`config.mk`:
```
export PLATFORM = sky130hd
export DESIGN_NAME = multi_channel_pulse_shaper_flat
export DESIGN_NICKNAME = d
export VERILOG_FILES = /design/src/rtl/multi_channel_pulse_shaper_if.sv /design/src/rtl/multi_channel_pulse_shaper.sv /design/src/flat_wrapper.sv
export SDC_FILE = /design/constraint.sdc
export NUM_CORES = 1
export LEC_CHECK = 0
export ABC_CLOCK_PERIOD_IN_PS = 7150
export CELL_PAD_IN_SITES_DETAIL_PLACEMENT = 1
export CELL_PAD_IN_SITES_GLOBAL_PLACEMENT = 1
export CORE_MARGIN = 2
export CORE_UTILIZATION = 54
export DETAILED_ROUTE_END_ITERATION = 12
export DONT_BUFFER_PORTS = 1
export PLACE_DENSITY = 0.9
export SLEW_MARGIN = 30
export SYNTH_ARGS = -nofsm -noshare
export SYNTH_HDL_FRONTEND = slang
export SYNTH_SLANG_ARGS = --single-unit
export TNS_END_PERCENT = 5
```
`constraint.sdc`:
```
create_clock -name clk -period 7.15 [get_ports clk]
set_input_delay 1.43 -clock clk [delete_from_list [all_inputs] [get_ports clk]]
set_output_delay 1.43 -clock clk [all_outputs]
set_load 0.1 [all_outputs]
```
`src/rtl/multi_channel_pulse_shaper_if.sv`:
```
// multi_channel_pulse_shaper_if: detector inputs, shaping config and per-channel outputs
interface multi_channel_pulse_shaper_if #(
  parameter int N_CH = 4,
  parameter int CNT_W = 8,
  parameter int DROP_W = 16
);
  logic [N_CH-1:0] channel;
  logic enable;
  logic [CNT_W-1:0] pulse_width;
  logic [CNT_W-1:0] dead_time;
  logic clear_stats;
  logic [N_CH-1:0] pulse;
  logic [N_CH-1:0] busy;
  logic [N_CH*DROP_W-1:0] drop_cnt;
  modport master (
    output channel, enable, pulse_width, dead_time, clear_stats,
    input pulse, busy, drop_cnt
  );
  modport slave (
    input channel, enable, pulse_width, dead_time, clear_stats,
    output pulse, busy, drop_cnt
  );
endinterface

```
`src/rtl/multi_channel_pulse_shaper.sv`:
```
// multi_channel_pulse_shaper: per-channel sync, edge detect, shaped pulse plus dead time, saturating drop counters
module multi_channel_pulse_shaper #(
  parameter int N_CH = 4,
  parameter int CNT_W = 8,
  parameter int SYNC_STAGES = 2,
  parameter int DROP_W = 16
) (
  input logic clk,
  input logic rst_n,
  multi_channel_pulse_shaper_if.slave bus
);
  typedef enum logic [1:0] {IDLE, PULSE, DEAD} state_t;
  logic [CNT_W-1:0] w_in, d_in;
  logic [CNT_W:0] w_plus, p_in;
  logic [N_CH-1:0] pulse_v, busy_v;
  logic [N_CH*DROP_W-1:0] drop_v;
  assign w_in = bus.pulse_width == '0 ? CNT_W'(1) : bus.pulse_width;
  assign d_in = bus.dead_time == '0 ? CNT_W'(1) : bus.dead_time;
  assign w_plus = {1'b0, w_in} + (CNT_W+1)'(1);
  // period is stretched past the width so pulses never merge
  assign p_in = {1'b0, d_in} > w_plus ? {1'b0, d_in} : w_plus;
  for (genvar i = 0; i < N_CH; i++) begin : g_ch
    state_t state;
    logic [SYNC_STAGES-1:0] sync;
    logic s_d, hit, pulse_q, busy_q;
    logic [CNT_W-1:0] timer, weff;
    logic [CNT_W:0] peff;
    logic [DROP_W-1:0] drops;
    assign hit = sync[SYNC_STAGES-1] & ~s_d & bus.enable;
    always_ff @(posedge clk or negedge rst_n) begin
      if (!rst_n) begin
        sync <= '0;
        s_d <= 1'b0;
        state <= IDLE;
        timer <= '0;
        weff <= CNT_W'(1);
        peff <= (CNT_W+1)'(2);
        pulse_q <= 1'b0;
        busy_q <= 1'b0;
        drops <= '0;
      end else begin
        sync <= {sync[SYNC_STAGES-2:0], bus.channel[i]};
        s_d <= sync[SYNC_STAGES-1];
        drops <= bus.clear_stats ? '0 :
                 (hit && state != IDLE && drops != '1) ? drops + DROP_W'(1) : drops;
        case (state)
          IDLE: if (hit) begin
            state <= PULSE;
            weff <= w_in;
            peff <= p_in;
            timer <= '0;
            pulse_q <= 1'b1;
            busy_q <= 1'b1;
          end
          PULSE: begin
            timer <= timer + CNT_W'(1);
            if (timer == weff - CNT_W'(1)) begin
              pulse_q <= 1'b0;
              state <= DEAD;
            end
          end
          DEAD: begin
            timer <= timer + CNT_W'(1);
            if ({1'b0, timer} == peff - (CNT_W+1)'(1)) begin
              busy_q <= 1'b0;
              state <= IDLE;
            end
          end
          default: state <= IDLE;
        endcase
      end
    end
    assign pulse_v[i] = pulse_q;
    assign busy_v[i] = busy_q;
    assign drop_v[i*DROP_W +: DROP_W] = drops;
  end
  assign bus.pulse = pulse_v;
  assign bus.busy = busy_v;
  assign bus.drop_cnt = drop_v;
endmodule
```
`src/flat_wrapper.sv`:
```
// flat-port wrapper written by rule: the top's interface ports become plain ports
module multi_channel_pulse_shaper_flat 
#(
  parameter int N_CH = 4,
  parameter int CNT_W = 8,
  parameter int SYNC_STAGES = 2,
  parameter int DROP_W = 16
)
  (clk, rst_n, bus_channel, bus_enable, bus_pulse_width, bus_dead_time, bus_clear_stats, bus_pulse, bus_busy, bus_drop_cnt);
  multi_channel_pulse_shaper_if #(.N_CH(N_CH), .CNT_W(CNT_W), .DROP_W(DROP_W)) bus_i ();
  input logic clk;
  input logic rst_n;
  input wire logic [$bits(bus_i.channel)-1:0] bus_channel;
  input wire logic [$bits(bus_i.enable)-1:0] bus_enable;
  input wire logic [$bits(bus_i.pulse_width)-1:0] bus_pulse_width;
  input wire logic [$bits(bus_i.dead_time)-1:0] bus_dead_time;
  input wire logic [$bits(bus_i.clear_stats)-1:0] bus_clear_stats;
  output wire logic [$bits(bus_i.pulse)-1:0] bus_pulse;
  output wire logic [$bits(bus_i.busy)-1:0] bus_busy;
  output wire logic [$bits(bus_i.drop_cnt)-1:0] bus_drop_cnt;
  assign bus_i.channel = bus_channel;
  assign bus_i.enable = bus_enable;
  assign bus_i.pulse_width = bus_pulse_width;
  assign bus_i.dead_time = bus_dead_time;
  assign bus_i.clear_stats = bus_clear_stats;
  assign bus_pulse = bus_i.pulse;
  assign bus_busy = bus_i.busy;
  assign bus_drop_cnt = bus_i.drop_cnt;
  multi_channel_pulse_shaper #(.N_CH(N_CH), .CNT_W(CNT_W), .SYNC_STAGES(SYNC_STAGES), .DROP_W(DROP_W)) u_core (.clk(clk), .rst_n(rst_n), .bus(bus_i));
endmodule
```
==> flow_metrics.env <==
export IMPL_io_buffers=0
export IMPL_drive_gt1_frac=0.0923
export IMPL_cts_sinks=192
export IMPL_wl_met2_um=15200
export IMPL_rsz0062_at_grt="false"
export IMPL_syn_cell_area_um2=11000
export IMPL_critPathKind="in2reg"
export IMPL_die_y_um=147
export IMPL_cts_clk_slew_worst_paths_ns=0.07
export IMPL_startpoint_type="input pin"
export IMPL_area_growth_pct=6.71
export IMPL_period_needed_ns=3.81
export IMPL_synthCells=1158
export IMPL_ios=96
export IMPL_avgSynthCellArea_um2=9.53
export IMPL_finalCritPeriodShare=0.532
export IMPL_yosys_area_share_adder=0.0442
export IMPL_synth_main_ff_cell="dfrtp_1"
export IMPL_holdCritPathClass="reg2reg"
export IMPL_crit_fanout=6
export IMPL_synth_top_family_by_area="simple AND/OR/NAND/NOR gates"
export IMPL_slew_headroom=0.313
export IMPL_setup_tns_ns=0
export IMPL_nNetsFinal=1189
export IMPL_cts_root_buffer_cell="clkbuf_16"
export IMPL_cts_max_path_buffers=2
export IMPL_whs_path_depth=0
export IMPL_dieArea_um2=21600
export IMPL_worst_slew_pin_slew_ns=1.03
export IMPL_core_region_area_um2=20200
export IMPL_synth_nets=1221
export IMPL_regArea_um2=4830
export IMPL_cts_setup_buffers=0
export IMPL_crit_arrival_ns=4.15
export IMPL_async_flop_share=1.00
export IMPL_peakVddDrop_mv=0.201
export IMPL_r2r_setup_slack_ns=4.29
export IMPL_viasPerCell=6.12
export IMPL_antenna_found_initial=0
export IMPL_maxCapViolations=0
export IMPL_cts_max_level=4
export IMPL_drtIter0Drc=460
export IMPL_wl_met1_um=12200
export IMPL_grt_max_degree=193
export IMPL_hp_start="u_core.g_ch[0].sync[0]"
export IMPL_highest_layer="met4"
export IMPL_multi_input_area_um2=5800
export IMPL_wl_per_cell_um=21.0
export IMPL_power_per_cell_area_nw_per_um2=403
export IMPL_antenna_diode_count=0
export IMPL_globalplace_congestion=0.877
export IMPL_detail_route_antenna_nets=0
export IMPL_ys_seq_area_frac=0.436
export IMPL_drc=0
export IMPL_die_x_um=147
export IMPL_ctsResizeCount=0
export IMPL_grt_use_total=0.286
export IMPL_crit_path_start="bus_pulse_width[0]"
export IMPL_r2r_start="u_core.g_ch[1].drops[4]"
export IMPL_row_count=52
export IMPL_p_leak_nw=5.05
export IMPL_grt_ovfl_total=0
export IMPL_synth_compound_area_share=0.109
export IMPL_hold_viol_final=0
export IMPL_final_util=0.584
export IMPL_start_util=0.547
export IMPL_drt_total_wl_um=29600
export IMPL_cts_tree="yes"
export IMPL_r2r_cells=7
export IMPL_place_hpwl_um=20500
export IMPL_hold_buffers=0
export IMPL_max_freq_mhz=263
export IMPL_required_ns=7.49
export IMPL_worst_setup_path_end_kind="register"
export IMPL_outcome="finished clean"
export IMPL_vias=8615
export IMPL_routed_wl_met3_um=1680
export IMPL_skew_ns=0.00778
export IMPL_maxSlewViolCount=0
export IMPL_reg2reg_to="u_core.g_ch[1].drops[15]"
export IMPL_synth_seq_cells=192
export IMPL_first_pass_iters=4
export IMPL_n_fill_cell=2281
export IMPL_first_global_vias=9299
export IMPL_clkLatencyLatePin_ns=0.45
export IMPL_yosysWarnings=0
export IMPL_whs_endpoint="u_core.g_ch[0].sync[1]"
export IMPL_synth_edff_count=0
export IMPL_grt_pass1_wl_um=49100
export IMPL_synthSimpleGateAreaFrac=0.202
export IMPL_yosys_mux_area_fraction=0.0533
export IMPL_numCtsBuffers=17
export IMPL_synth_xor_xnor_area_share=0.117
export IMPL_setup_viol=0
export IMPL_ys_types=77
metrics by stage:
step | hold slack, ns | instances | setup WS [ns] | power, mW | cell area [µm²]
floorplan | 0.331 | 1158 | 3.21 | 3.27 | 11000
CTS | 0.353 | 1406 | 3.39 | 4.74 | 11700
global route | 0.361 | 1408 | 3.19 | 5.04 | 11800
detailed placement | 0.336 | 1375 | 2.99 | 3.71 | 11200
global placement | 0.332 | 1375 | 3.17 | 3.58 | 11200
finish | 0.351 | 1408 | 3.34 | 4.74 | 11800
cells by family after synthesis:
kind of cell,count (synthesis)
buf+inv,104
simple gates,436
fa+ha+maj,39
compound gates,186
flops,192
mux,54
xor+xnor,147
worst max path at each step:
| stage | to | slack (ns) | cells past startpoint |
|---|---|---|---|
| 2_1_floorplan | u_core.g_ch[1].peff[1] | 3.21 | 13 |
| 3_3_place_gp | u_core.g_ch[1].peff[1] | 3.17 | 12 |
| 3_5_place_dp | u_core.g_ch[2].peff[3] | 2.99 | 12 |
| 4_1_cts | u_core.g_ch[0].peff[5] | 3.39 | 12 |
| 5_1_grt | u_core.g_ch[0].peff[5] | 3.19 | 12 |
| 6_report | u_core.g_ch[0].peff[5] | 3.34 | 12 |
sequential cells by signal, indices dropped and copies added (netlist names):
register	flops
u_core.g_ch.busy_q	4
u_core.g_ch.drops	64
u_core.g_ch.s_d	4
u_core.g_ch.weff	32
u_core.g_ch.timer	32
u_core.g_ch.sync	8
u_core.g_ch.state	8
u_core.g_ch.peff	36
u_core.g_ch.pulse_q	4
cells in the final DEF (no fill, tap or decap), types with 8 or more instances in the layout:
cell type,Yosys,final
and3_1,9,9
nand3_1,51,51
nand2_1,106,106
dfrtp_2,0,9
ha_1,39,39
dfrtp_1,184,175
nor2_1,108,108
xnor2_1,64,64
or3_1,16,16
nand3b_1,14,14
inv_1,47,47
nand2b_1,18,18
xor2_1,82,82
nand4_1,27,27
o21ai_0,71,71
dfstp_2,8,8
a21oi_1,42,42
mux2_2,35,35
and4_1,9,9
nor3_1,27,27
mux2i_1,16,16
nor2b_1,8,8
clkbuf_16,0,17
cells in the mapped netlist, drive strengths merged (6+ instances only):
| master | n | share of area |
|---|---|---|
| and2 | 7 | 0.0040 |
| dfstp | 8 | 0.019 |
| clkbuf | 46 | 0.016 |
| mux2 | 38 | 0.039 |
| a211oi | 6 | 0.0045 |
| mux2i | 16 | 0.015 |
| ha | 39 | 0.044 |
| nand3 | 51 | 0.023 |
| nand2b | 18 | 0.010 |
| xnor2 | 64 | 0.051 |
| buf | 11 | 0.0066 |
| and3 | 9 | 0.0051 |
| inv | 47 | 0.016 |
| a21oi | 44 | 0.021 |
| nor3 | 27 | 0.012 |
| or3 | 16 | 0.0091 |
| nand3b | 14 | 0.0095 |
| a21o | 7 | 0.0048 |
| nand4 | 28 | 0.016 |
| a31oi | 7 | 0.0040 |
| nor2 | 109 | 0.037 |
| nor4 | 9 | 0.0062 |
| o21ai | 73 | 0.033 |
| nand2 | 106 | 0.036 |
| xor2 | 83 | 0.067 |
| nor2b | 9 | 0.0053 |
| and4 | 9 | 0.0071 |
| dfrtp | 184 | 0.42 |
critical path: stages:
cell	delay [ns]
nand2_1	0.08
nor2_1	0.24
and3_1	0.27
and2_1	0.18
xnor2_1	0.16
ha_1	0.30
and3_1	0.22
a211oi_1	0.21
a31oi_1	0.08
nand3_1	0.31
mux2_2	0.42
o21ai_0	0.23
report_power, final:
| group | switching (mW) | total, mW | internal, mW |
|---|---|---|---|
| sequential | 0.627 | 2.00 | 1.37 |
| clock | 0.444 | 0.968 | 0.524 |
| combinational | 0.945 | 1.77 | 0.827 |
| total | 2.02 | 4.74 | 2.72 |
layout make-up:
cell class | count | share of cell area
Clock buffer | 18 | 0.0373
Clock inverter | 13 | 0.0116
Inverter | 47 | 0.0150
Multi-Input combinational cell | 862 | 0.493
Sequential cell | 192 | 0.410
Tap cell | 270 | 0.0287
Timing Repair Buffer | 6 | 0.00521
metal layers:
layer / vias to the layer above / track usage
met4: 0 / 0.0899
met3: 36 / 0.0652
met2: 201 / 0.490
met5: - / 0
li1: 3961 / -
met1: 4417 / 0.364
Note: power is estimated with default switching activity, not from simulation.
